`src/rtl/vc_buffer_if.sv`:
```
// ---------------------------------------------------------------------------
// vc_buffer_if
// Bundle of the push, pop and credit signals of one router input port buffer.
//
// Parameters : DATA_WIDTH (flit width), RAM_DEPTH (entries per VC),
//              NUM_VC (virtual channels). VC_W and CNT_W are derived.
// Signals    : wr_en/wr_vc/data_in        push request
//              rd_en/rd_vc/data_out       pop request and FWFT head flit
//              full/empty/count           per-VC status, count packed
//                                         as VC i in [i*CNT_W +: CNT_W]
//              credit_valid/credit_vc     registered credit to upstream
//              err_ovf/err_udf            sticky error flags, only with
//                                         VC_BUFFER_ERR_EN defined
// Modports   : master (upstream / driver), slave (the buffer)
// ---------------------------------------------------------------------------
interface vc_buffer_if #(
  parameter int DATA_WIDTH = 8,
  parameter int RAM_DEPTH  = 4,
  parameter int NUM_VC     = 2
);
  localparam int VC_W  = (NUM_VC > 1) ? $clog2(NUM_VC) : 1;
  localparam int CNT_W = $clog2(RAM_DEPTH) + 1;

  logic                    wr_en;
  logic [VC_W-1:0]         wr_vc;
  logic [DATA_WIDTH-1:0]   data_in;
  logic                    rd_en;
  logic [VC_W-1:0]         rd_vc;
  logic [DATA_WIDTH-1:0]   data_out;
  logic [NUM_VC-1:0]       full;
  logic [NUM_VC-1:0]       empty;
  logic [NUM_VC*CNT_W-1:0] count;
  logic                    credit_valid;
  logic [VC_W-1:0]         credit_vc;
`ifdef VC_BUFFER_ERR_EN
  logic [NUM_VC-1:0]       err_ovf;
  logic [NUM_VC-1:0]       err_udf;

  modport master (
    output wr_en, wr_vc, data_in, rd_en, rd_vc,
    input  data_out, full, empty, count, credit_valid, credit_vc,
           err_ovf, err_udf
  );
  modport slave (
    input  wr_en, wr_vc, data_in, rd_en, rd_vc,
    output data_out, full, empty, count, credit_valid, credit_vc,
           err_ovf, err_udf
  );
`else
  modport master (
    output wr_en, wr_vc, data_in, rd_en, rd_vc,
    input  data_out, full, empty, count, credit_valid, credit_vc
  );
  modport slave (
    input  wr_en, wr_vc, data_in, rd_en, rd_vc,
    output data_out, full, empty, count, credit_valid, credit_vc
  );
`endif
endinterface

```
`src/rtl/vc_buffer.sv`:
```
// ---------------------------------------------------------------------------
// vc_buffer
// Multi-virtual-channel input buffer for one router input port. NUM_VC
// independent FIFOs share one flat storage array (address = vc*RAM_DEPTH +
// ptr). Reads are first-word-fall-through per VC, and every accepted pop
// returns a registered credit one cycle later.
//
// Ports : clk  - single clock, rising edge
//         rst  - asynchronous active-high reset; release is expected to be
//                synchronised to clk outside this block
//         bus  - vc_buffer_if.slave (push, pop, status, credit)
//
// Optional feature: define VC_BUFFER_ERR_EN to add sticky per-VC overflow
// (err_ovf) and underflow (err_udf) flags, cleared only by rst.
// ---------------------------------------------------------------------------
module vc_buffer #(
  parameter int DATA_WIDTH = 8,
  parameter int RAM_DEPTH  = 4,
  parameter int NUM_VC     = 2
) (
  input logic       clk,
  input logic       rst,
  vc_buffer_if.slave bus
);
  localparam int VC_W  = (NUM_VC > 1) ? $clog2(NUM_VC) : 1;
  localparam int CNT_W = $clog2(RAM_DEPTH) + 1;
  localparam int PTR_W = $clog2(RAM_DEPTH);

  localparam logic [VC_W:0]    NUM_VC_EXT = (VC_W + 1)'(NUM_VC);
  localparam logic [CNT_W-1:0] CNT_FULL   = CNT_W'(RAM_DEPTH);

  // Shared storage. RAM_DEPTH is a power of two, so {vc, ptr} equals
  // vc*RAM_DEPTH + ptr.
  // NOTE: storage has no reset; the counts alone decide which entries are
  // valid, which keeps the array mappable onto plain RAM.
  logic [DATA_WIDTH-1:0] mem [NUM_VC*RAM_DEPTH];

  logic [PTR_W-1:0] wr_ptr [NUM_VC];
  logic [PTR_W-1:0] rd_ptr [NUM_VC];
  logic [CNT_W-1:0] cnt    [NUM_VC];

  logic [NUM_VC-1:0] full_v;
  logic [NUM_VC-1:0] empty_v;

  logic            wr_vc_ok, rd_vc_ok;
  logic [VC_W-1:0] wr_vc_safe, rd_vc_safe;
  logic            push_ok, pop_ok;
  logic [NUM_VC-1:0] push_sel, pop_sel;

  // Status flags come only from registered counts.
  always_comb begin
    // NOTE: every output of a combinational block gets a default first so
    // no path through it can infer a latch.
    full_v    = '0;
    empty_v   = '0;
    bus.count = '0;
    for (int i = 0; i < NUM_VC; i++) begin
      full_v[i]                     = (cnt[i] == CNT_FULL);
      empty_v[i]                    = (cnt[i] == '0);
      bus.count[i*CNT_W +: CNT_W]   = cnt[i];
    end
  end

  assign bus.full  = full_v;
  assign bus.empty = empty_v;

  // Out-of-range VC numbers are folded to VC0 for indexing only; the
  // *_ok terms make sure they never cause a state change.
  assign wr_vc_ok   = ({1'b0, bus.wr_vc} < NUM_VC_EXT);
  assign rd_vc_ok   = ({1'b0, bus.rd_vc} < NUM_VC_EXT);
  assign wr_vc_safe = wr_vc_ok ? bus.wr_vc : '0;
  assign rd_vc_safe = rd_vc_ok ? bus.rd_vc : '0;

  // A pop on an empty VC is ignored even with a same-cycle push (no bypass),
  // while a full VC still takes a push when it is popped in the same cycle.
  assign pop_ok  = bus.rd_en && rd_vc_ok && !empty_v[rd_vc_safe];
  assign push_ok = bus.wr_en && wr_vc_ok &&
                   (!full_v[wr_vc_safe] || (pop_ok && (rd_vc_safe == wr_vc_safe)));

  always_comb begin
    push_sel = '0;
    pop_sel  = '0;
    if (push_ok) push_sel[wr_vc_safe] = 1'b1;
    if (pop_ok)  pop_sel[rd_vc_safe]  = 1'b1;
  end

  // FWFT head of the selected VC, zero when there is nothing to show.
  assign bus.data_out = (rd_vc_ok && !empty_v[rd_vc_safe])
                      ? mem[{rd_vc_safe, rd_ptr[rd_vc_safe]}]
                      : '0;

  always_ff @(posedge clk) begin
    if (push_ok) mem[{wr_vc_safe, wr_ptr[wr_vc_safe]}] <= bus.data_in;
  end

  // Per-VC pointers and occupancy; pointers wrap naturally at RAM_DEPTH.
  always_ff @(posedge clk or posedge rst) begin
    if (rst) begin
      for (int i = 0; i < NUM_VC; i++) begin
        wr_ptr[i] <= '0;
        rd_ptr[i] <= '0;
        cnt[i]    <= '0;
      end
    end else begin
      for (int i = 0; i < NUM_VC; i++) begin
        // NOTE: non-blocking assignments let every register in this block
        // see the pre-edge values, matching what the hardware does.
        if (push_sel[i]) wr_ptr[i] <= wr_ptr[i] + PTR_W'(1);
        if (pop_sel[i])  rd_ptr[i] <= rd_ptr[i] + PTR_W'(1);
        if (push_sel[i] && !pop_sel[i])      cnt[i] <= cnt[i] + CNT_W'(1);
        else if (!push_sel[i] && pop_sel[i]) cnt[i] <= cnt[i] - CNT_W'(1);
      end
    end
  end

  // One credit per accepted pop, one cycle later. Reset drops a credit that
  // would otherwise have appeared in the following cycle.
  always_ff @(posedge clk or posedge rst) begin
    if (rst) begin
      bus.credit_valid <= 1'b0;
      bus.credit_vc    <= '0;
    end else begin
      bus.credit_valid <= pop_ok;
      if (pop_ok) bus.credit_vc <= rd_vc_safe;
    end
  end

`ifdef VC_BUFFER_ERR_EN
  logic [NUM_VC-1:0] wr_req, rd_req;

  always_comb begin
    wr_req = '0;
    rd_req = '0;
    if (bus.wr_en && wr_vc_ok) wr_req[wr_vc_safe] = 1'b1;
    if (bus.rd_en && rd_vc_ok) rd_req[rd_vc_safe] = 1'b1;
  end

  // Sticky: a push into a full VC that is not drained in the same cycle is
  // an overflow; any pop request on an empty VC is an underflow.
  always_ff @(posedge clk or posedge rst) begin
    if (rst) begin
      bus.err_ovf <= '0;
      bus.err_udf <= '0;
    end else begin
      bus.err_ovf <= bus.err_ovf | (wr_req & full_v & ~pop_sel);
      bus.err_udf <= bus.err_udf | (rd_req & empty_v);
    end
  end
`endif

endmodule

```
`src/flat_wrapper.sv`:
```
// flat-port wrapper written by rule: the top's interface ports become plain ports
module vc_buffer_flat 
#(
  parameter int DATA_WIDTH = 8,
  parameter int RAM_DEPTH  = 4,
  parameter int NUM_VC     = 2
)
  (clk, rst, bus_wr_en, bus_wr_vc, bus_data_in, bus_rd_en, bus_rd_vc, bus_data_out, bus_full, bus_empty, bus_count, bus_credit_valid, bus_credit_vc);
  vc_buffer_if #(.DATA_WIDTH(DATA_WIDTH), .RAM_DEPTH(RAM_DEPTH), .NUM_VC(NUM_VC)) bus_i ();
  input logic clk;
  input logic rst;
  input wire logic [$bits(bus_i.wr_en)-1:0] bus_wr_en;
  input wire logic [$bits(bus_i.wr_vc)-1:0] bus_wr_vc;
  input wire logic [$bits(bus_i.data_in)-1:0] bus_data_in;
  input wire logic [$bits(bus_i.rd_en)-1:0] bus_rd_en;
  input wire logic [$bits(bus_i.rd_vc)-1:0] bus_rd_vc;
  output wire logic [$bits(bus_i.data_out)-1:0] bus_data_out;
  output wire logic [$bits(bus_i.full)-1:0] bus_full;
  output wire logic [$bits(bus_i.empty)-1:0] bus_empty;
  output wire logic [$bits(bus_i.count)-1:0] bus_count;
  output wire logic [$bits(bus_i.credit_valid)-1:0] bus_credit_valid;
  output wire logic [$bits(bus_i.credit_vc)-1:0] bus_credit_vc;
  assign bus_i.wr_en = bus_wr_en;
  assign bus_i.wr_vc = bus_wr_vc;
  assign bus_i.data_in = bus_data_in;
  assign bus_i.rd_en = bus_rd_en;
  assign bus_i.rd_vc = bus_rd_vc;
  assign bus_data_out = bus_i.data_out;
  assign bus_full = bus_i.full;
  assign bus_empty = bus_i.empty;
  assign bus_count = bus_i.count;
  assign bus_credit_valid = bus_i.credit_valid;
  assign bus_credit_vc = bus_i.credit_vc;
  vc_buffer #(.DATA_WIDTH(DATA_WIDTH), .RAM_DEPTH(RAM_DEPTH), .NUM_VC(NUM_VC)) u_core (.clk(clk), .rst(rst), .bus(bus_i));
endmodule
```
`config.mk`:
```
export PLATFORM = sky130hd
export DESIGN_NAME = vc_buffer_flat
export DESIGN_NICKNAME = d
export VERILOG_FILES = /design/src/rtl/vc_buffer_if.sv /design/src/rtl/vc_buffer.sv /design/src/flat_wrapper.sv
export SDC_FILE = /design/constraint.sdc
export NUM_CORES = 1
export LEC_CHECK = 0
export BUFFER_PORTS_ARGS = -buffer_cell sky130_fd_sc_hd__buf_4
export CAP_MARGIN = 20
export CORE_AREA = 5 5 90 92
export DETAILED_ROUTE_END_ITERATION = 6
export DIE_AREA = 0 0 95 97
export PLACE_DENSITY = 0.64
export SYNTH_ARGS = -nofsm -noshare
export SYNTH_HDL_FRONTEND = slang
export SYNTH_SLANG_ARGS = --single-unit
export TNS_END_PERCENT = 1
```
`constraint.sdc`:
```
create_clock -name clk -period 2.7 [get_ports clk]
set_input_delay 0.54 -clock clk [delete_from_list [all_inputs] [get_ports clk]]
set_output_delay 0.54 -clock clk [all_outputs]
set_load 0.02 [all_outputs]
```
=== Word level (Yosys, flattened, before mapping) ===
Memory sizes are Yosys's and may differ from the RTL's.
Cells that the tools add are included.

* Flip-flop bits (word level): 16
* Bits in writable memories: 64
* Input port bits: 14
* Output and inout port bits: 20
* Logic and storage cells: 71
* Memories: 1

{| class="wikitable"
|+ Memories
! name !! depth !! width !! read ports !! clocked after memory_dff !! wr ports !! RTL line !! text
|-
| u_core.mem || 8 || 8 || 1 || 0 || 1 || vc_buffer.sv:36 || <nowiki>logic [DATA_WIDTH-1:0] mem [NUM_VC*RAM_DEPTH];</nowiki>
|}

* $add $sub $neg: 8
* Order comparisons: 6
* Eq/ne operators: 3
* Muxes and demuxes: 23
* Bitwise operators: 2
* Reductions and logical operators: 20

{| class="wikitable"
|+ Operator list
! cell !! count
|-
| 2-bit 2-to-1 mux || 8
|-
| 3-bit 2-to-1 mux || 4
|-
| 1-bit logical AND || 9
|-
| 2-bit by 1-bit adder with 2-bit output (second input constant) || 4
|-
| 1-bit 2-to-1 mux || 8
|-
| 8-bit 2-to-1 mux || 1
|-
| 3-bit by 1-bit adder with 3-bit output (second input constant) || 2
|-
| 3-bit == test (second input constant) || 2
|-
| 1-bit zero test || 6
|-
| 3-bit zero test || 2
|-
| 3-bit by 1-bit subtractor with 3-bit output (second input constant) || 2
|-
| 2-bit greater-or-equal comparator (second input constant) || 2
|-
| 1-bit by 2-bit less-than comparator with 1-bit output (second input constant) || 2
|-
| 1-bit NOT with 2-bit output || 2
|-
| 2-bit nonzero test || 2
|-
| 1-bit demux with 1-bit select || 2
|-
| 1-bit greater-or-equal comparator (second input constant) || 2
|-
| 1-bit == test || 1
|-
| 1-bit logical OR || 1
|}

=== Depth between registers and ports, before layout ===
* Depth in word-level cells: 13
* Depth in mapped cells: 11
* Depth with buffers taken out: 9

=== Least setup slack after synthesis ===
No wires, ideal clock.

* Kind: register -> register
* Start: register u_core.cnt, in the netlist u_core.bus.count[0]
* End: register u_core.cnt, in the netlist u_core.bus.count[1]
* Setup time: 0.125 ns
* Data arrival time: 2.435 ns
* Required time: 2.575 ns
* Setup slack: 0.140 ns
* Stages on the path, launching flop included: 8
* Buffers on the path: 0
* Clock period less this slack: 2.560 ns
* Cells stage by stage: dfrtp_1 -> nor3b_1 -> a21boi_1 -> nor3b_4 -> ha_1 -> inv_1 -> fa_1 -> mux2_2

* Elaborated cells between the ends (all ways): 23
* Classes of those cells: add/sub: 2; eq/ne: 1; mux: 8; reduce/logical: 12

{| class="wikitable"
|+ RTL lines
! item !! RTL line !! text
|-
| from (decl) || vc_buffer.sv:40 || <nowiki>logic [CNT_W-1:0] cnt [NUM_VC];</nowiki>
|-
| from (signal, indexed assignment) || vc_buffer.sv:110 || <nowiki>if (push_sel[i] && !pop_sel[i]) cnt[i] <= cnt[i] + CNT_W'(1);</nowiki>
|-
| from (signal, indexed assignment) || vc_buffer.sv:111 || <nowiki>else if (!push_sel[i] && pop_sel[i]) cnt[i] <= cnt[i] - CNT_W'(1);</nowiki>
|-
| 3-bit == test * || vc_buffer.sv:58 || <nowiki>full_v[i] = (cnt[i] == CNT_FULL);</nowiki>
|-
| net bus_full[0] || flat_wrapper.sv:18 || <nowiki>output wire logic [$bits(bus_i.full)-1:0] bus_full;</nowiki>
|-
| 1-bit 2-to-1 mux (not written as such) * (2 in a row) || vc_buffer.sv:78 || <nowiki>(!full_v[wr_vc_safe] || (pop_ok && (rd_vc_safe == wr_vc_safe)));</nowiki>
|-
| 1-bit zero test * || vc_buffer.sv:78 ||
|-
| 1-bit logical OR * || vc_buffer.sv:78 ||
|-
| 1-bit logical AND * || vc_buffer.sv:77 || <nowiki>assign push_ok = bus.wr_en && wr_vc_ok &&</nowiki>
|-
| 2-bit 2-to-1 mux * || vc_buffer.sv:83 || <nowiki>if (push_ok) push_sel[wr_vc_safe] = 1'b1;</nowiki>
|-
| net u_core.push_sel[0] || vc_buffer.sv:48 || <nowiki>logic [NUM_VC-1:0] push_sel, pop_sel;</nowiki>
|-
| 1-bit zero test || vc_buffer.sv:111 ||
|-
| 1-bit logical AND || vc_buffer.sv:111 ||
|-
| 2-bit nonzero test (no line) || - ||
|}

Mark *: on every way through the listed nets, which the timed path passes. The rest lies on a longest branch. The select of a mux whose other input is x is not followed.
A chain may end at the register's enable or synchronous reset.

=== Worst setup path in the final report ===
* Start: register u_core.rd_ptr[2] (netlist name)
* End: output bus_data_out[5]

* Longest elaborated chain between the ends: 5

{| class="wikitable"
|+ RTL lines
! item !! RTL line !! text
|-
| from (decl) || vc_buffer.sv:39 || <nowiki>logic [PTR_W-1:0] rd_ptr [NUM_VC];</nowiki>
|-
| from (signal, indexed assignment) || vc_buffer.sv:109 || <nowiki>if (pop_sel[i]) rd_ptr[i] <= rd_ptr[i] + PTR_W'(1);</nowiki>
|-
| 2-bit 2-to-1 mux (not written as such) (3 in a row) || vc_buffer.sv:89 || <nowiki>? mem[{rd_vc_safe, rd_ptr[rd_vc_safe]}]</nowiki>
|-
| memory 8 x 8 bit || - ||
|-
| 8-bit 2-to-1 mux || vc_buffer.sv:89 ||
|-
| to (decl) || flat_wrapper.sv:17 || <nowiki>output wire logic [$bits(bus_i.data_out)-1:0] bus_data_out;</nowiki>
|}

Every way passes these cells. The select of a mux whose other input is x is not followed.

==> run_results.csv <==
group,metric,value,unit
outcome,status,"finished clean",
die,dieWidth,95,um
cells_and_area,nets,309,
pwr,p_comb_share,36.9,%
pwr,worst_ir_drop_vdd,0.000452,V
critical_path,arrival,2.03,ns
die,fp.dieArea,0.00922,mm^2
cells_and_area,stdcell_area,0.00408,mm^2
placement,dpl-instance-area,0.00387,mm^2
timing,worst_slack,0.132,ns
synthesis,synth_cells,247,
synthesis,synth-seq-cells,80,
timing,tns,0,ns
clock_network,cts.sinks,80,
grt,grt_pass1_vias,2062,
critical_path,worst_r2r_path_depth,9,
clock_network,cts_hold_buf,0,
clock_network,cts_tree,"done",
timing,hold_violations,0,
clock_network,cts_buffers,9,
drt,first_iter_violations,138,
critical_path,rr_startpoint,"u_core.bus.count[3]",
critical_path,path_buf_inv,1,
drt,drc,0,
clock_network,clk_pin_slew,0.07,ns
cells_and_area,drive_gt1_share,25.4,%
placement,io_buffers,33,
grt,grt_antenna_before_repair,0,
pwr,swShare,35.3,%
grt,grt_usage,16.8,%
critical_path,cp_max_fo,16,
critical_path,worstSetupPathType,"flop to output port",
critical_path,cpLargestDelayFamily,"flip-flops",
drt,viasPerCell,5.27,
critical_path,startpoint_type,"flop",
synthesis,ys_seq_area_share,66.9,%
placement,pre_cts_ws,0.256,ns
timing,rsz0062_at_grt,"no",
pwr,pwr_density_cell,1060,mW/mm^2
timing,period_share,95.1,%
synthesis,yosys_warnings,0,
pwr,p_seq_share,41.9,%
cells_and_area,area_delta_synth_final,17.4,%
timing,clock_skew,0.00647,ns
timing,post-route-min-period,2.57,ns
clock_network,cts_setup_buffers,0,
critical_path,crit_slowest_cell,"dfrtp_1",
timing,whs,0.273,ns
die,start_util,48.7,%
synthesis,avgSynthCellArea,14.1,um^2
synthesis,synth_edf_count,64,
clock_network,cts_resized,0,
timing,drv_slew,0,
clock_network,cts_root_buffer,"clkbuf_8",
critical_path,critPathMaxStageDelay,0.55,ns
cells_and_area,final_util,57.2,%
clock_network,clock_path_buffers,2,
critical_path,path_cells,"mux2_4, nor3_1, a2111oi_2, a31o_1, buf_4",
die,die_h,97,um
synthesis,syn_area,0.00347,mm^2
flow_run,cap_violations,0,
pwr,pwr-share-clk,21.2,%
critical_path,required,2.16,ns
grt,overflow,0,
grt,grt_pass1_wl,11500,um
pwr,p_sw,1.53,mW
critical_path,reg2reg_slack,0.53,ns
timing,setup_viol,0,
hold_path,hold_class,"primary input to async pin",
drt,dr.pass1.iters,4,
drt,ant_nets,0,
synthesis,synth.distinct_cells,42,
critical_path,critPathCaptureType,"output port",
die,rows,31,
cells_and_area,antenna_cells,0,
synthesis,syn_nets,265,
timing,worst_pin_slew,0.626,ns
clock_network,htreeDepth,3,
timing,max_freq,389,MHz
clock_network,clock_latency,0.35,ns
pwr,power.leakage,1.52,nW
die,io_pins,34,
drt,drt-total-wl,7110,um
critical_path,timing.rr.end,"u_core.bus.count[5]",
timing,relSlewSlack,58.2,%
die,core_area,0.00714,mm^2
synthesis,ys_async_sr_fraction,20.0,%
pwr,p_int,2.80,mW
grt,grt_max_degree,28,
drt,wire_per_inst,18.0,um
placement,gp_congestion,0.762,
placement,hpwl,4660,um
drt,num_vias,2075,
synthesis,synth_ff_type,"edfxtp_1",
-- per-layer routing --
| metal | vias to the layer above | track usage [%] | wire length [um] |
|---|---|---|---|
| li1 | 999 | - | - |
| met1 | 1019 | 25.1 | 3360 |
| met2 | 51 | 24.1 | 3300 |
| met3 | 6 | 3.10 | 375 |
| met4 | 0 | 6.88 | 77 |
| met5 | - | 0 | 0 |
-- logic make-up after synthesis --
| family | count (synthesis) | synth area share, % |
|---|---|---|
| AO/OA/AOI/OAI | 56 | 11.1 |
| XOR/XNOR | 14 | 3.53 |
| adder cells (fa/ha/maj) | 4 | 1.87 |
| buffers and inverters | 19 | 3.35 |
| flip-flops | 80 | 66.9 |
| multiplexers | 11 | 4.11 |
| AND/OR/NAND/NOR | 63 | 9.22 |
-- synth_stat cells, types with 2 or more instances --
cell type	number	share of area, %
a211oi_1	7	1.5
a21oi_1	20	2.9
a21oi_2	3	0.76
and3_1	2	0.36
and3b_1	2	0.50
buf_2	7	1.0
buf_6	3	0.97
dfrtp_1	16	12
edfxtp_1	64	55
fa_1	2	1.2
ha_1	2	0.72
inv_1	7	0.76
mux2_2	2	0.65
mux2i_1	6	1.7
mux2i_4	2	1.3
nand2_1	34	3.7
nand3_1	2	0.29
nor2_1	6	0.65
nor2_2	2	0.36
nor2b_1	6	1.1
nor3_2	2	0.58
nor3b_1	4	0.86
o211a_1	2	0.58
o211ai_1	2	0.43
o21a_1	2	0.43
o21ai_0	5	0.72
o21ai_1	2	0.29
o31ai_1	2	0.43
o32a_1	6	1.7
xnor2_1	8	2.0
xor2_1	6	1.5
-- cell usage in the layout (no fill, tap or decap), types with 2 or more instances in the layout --
| cell | netlist | layout |
|---|---|---|
| mux2i_4 | 2 | 2 |
| xor2_1 | 6 | 6 |
| buf_12 | 0 | 2 |
| nor2_1 | 6 | 6 |
| nand3_1 | 2 | 2 |
| dfrtp_1 | 16 | 15 |
| nor2_2 | 2 | 2 |
| a211oi_1 | 7 | 7 |
| nor3_2 | 2 | 2 |
| o21a_1 | 2 | 2 |
| o211ai_1 | 2 | 2 |
| a21oi_2 | 3 | 3 |
| buf_4 | 0 | 42 |
| and3_1 | 2 | 2 |
| edfxtp_1 | 64 | 64 |
| o32a_1 | 6 | 6 |
| a21oi_1 | 20 | 20 |
| clkbuf_1 | 0 | 2 |
| o21ai_1 | 2 | 2 |
| bufinv_16 | 0 | 2 |
| nor2b_1 | 6 | 6 |
| inv_1 | 7 | 7 |
| fa_1 | 2 | 2 |
| nor3b_1 | 4 | 4 |
| mux2_2 | 2 | 2 |
| ha_1 | 2 | 2 |
| o31ai_1 | 2 | 2 |
| mux2i_1 | 6 | 6 |
| clkinv_2 | 0 | 2 |
| o211a_1 | 2 | 2 |
| and3b_1 | 2 | 2 |
| xnor2_1 | 8 | 8 |
| clkbuf_8 | 0 | 9 |
| nand2_1 | 34 | 33 |
| o21ai_0 | 5 | 5 |
-- sequential cells by signal, indices dropped and copies added (netlist names) --
signal                   flops
u_core.bus.count             6
u_core.bus.credit_valid      1
u_core.rd_ptr                4
u_core.bus.credit_vc         1
u_core.mem                  64
u_core.wr_ptr                4
-- power groups by stage --
stage | Sequential [mW] | Combinational (mW) | Clock, mW
after floorplan | 1.78 | 1.10 | 0
after global placement | 1.82 | 1.59 | 0
after detailed placement | 1.83 | 1.61 | 0
after CTS | 1.81 | 1.62 | 0.934
after global routing | 1.85 | 1.74 | 0.985
final | 1.81 | 1.60 | 0.919
-- stage by stage --
stage | total power, mW | cells
final | 4.32 | 394
after global routing | 4.58 | 394
after CTS | 4.36 | 394
after detailed placement | 3.45 | 379
after global placement | 3.42 | 379
after floorplan | 2.88 | 247
-- cell type report --
class | count | area [um^2]
clock buffer | 11 | 131
inverter | 8 | 32.5
sequential | 80 | 2320
timing repair buffer | 44 | 355
multi-input combinational | 148 | 1040
tap | 99 | 124
fill | 632 | 3060
clock inverter | 4 | 70.1
-- how the worst max path moves through the flow --
| stage | startpoint | endpoint | slack, ns | cells past startpoint |
|---|---|---|---|---|
| floorplan | u_core.bus.count[0] | u_core.bus.count[1] | 0.14 | 7 |
| global placement | bus_rd_vc | bus_data_out[7] | 0.27 | 8 |
| detailed placement | bus_rd_vc | bus_data_out[7] | 0.26 | 8 |
| CTS | u_core.bus.count[0] | bus_data_out[4] | 0.01 | 5 |
| global route | u_core.rd_ptr[2] | bus_data_out[5] | 0.009 | 5 |
| finish | u_core.rd_ptr[2] | bus_data_out[5] | 0.13 | 5 |
Note: power is estimated with default switching activity, not from simulation.
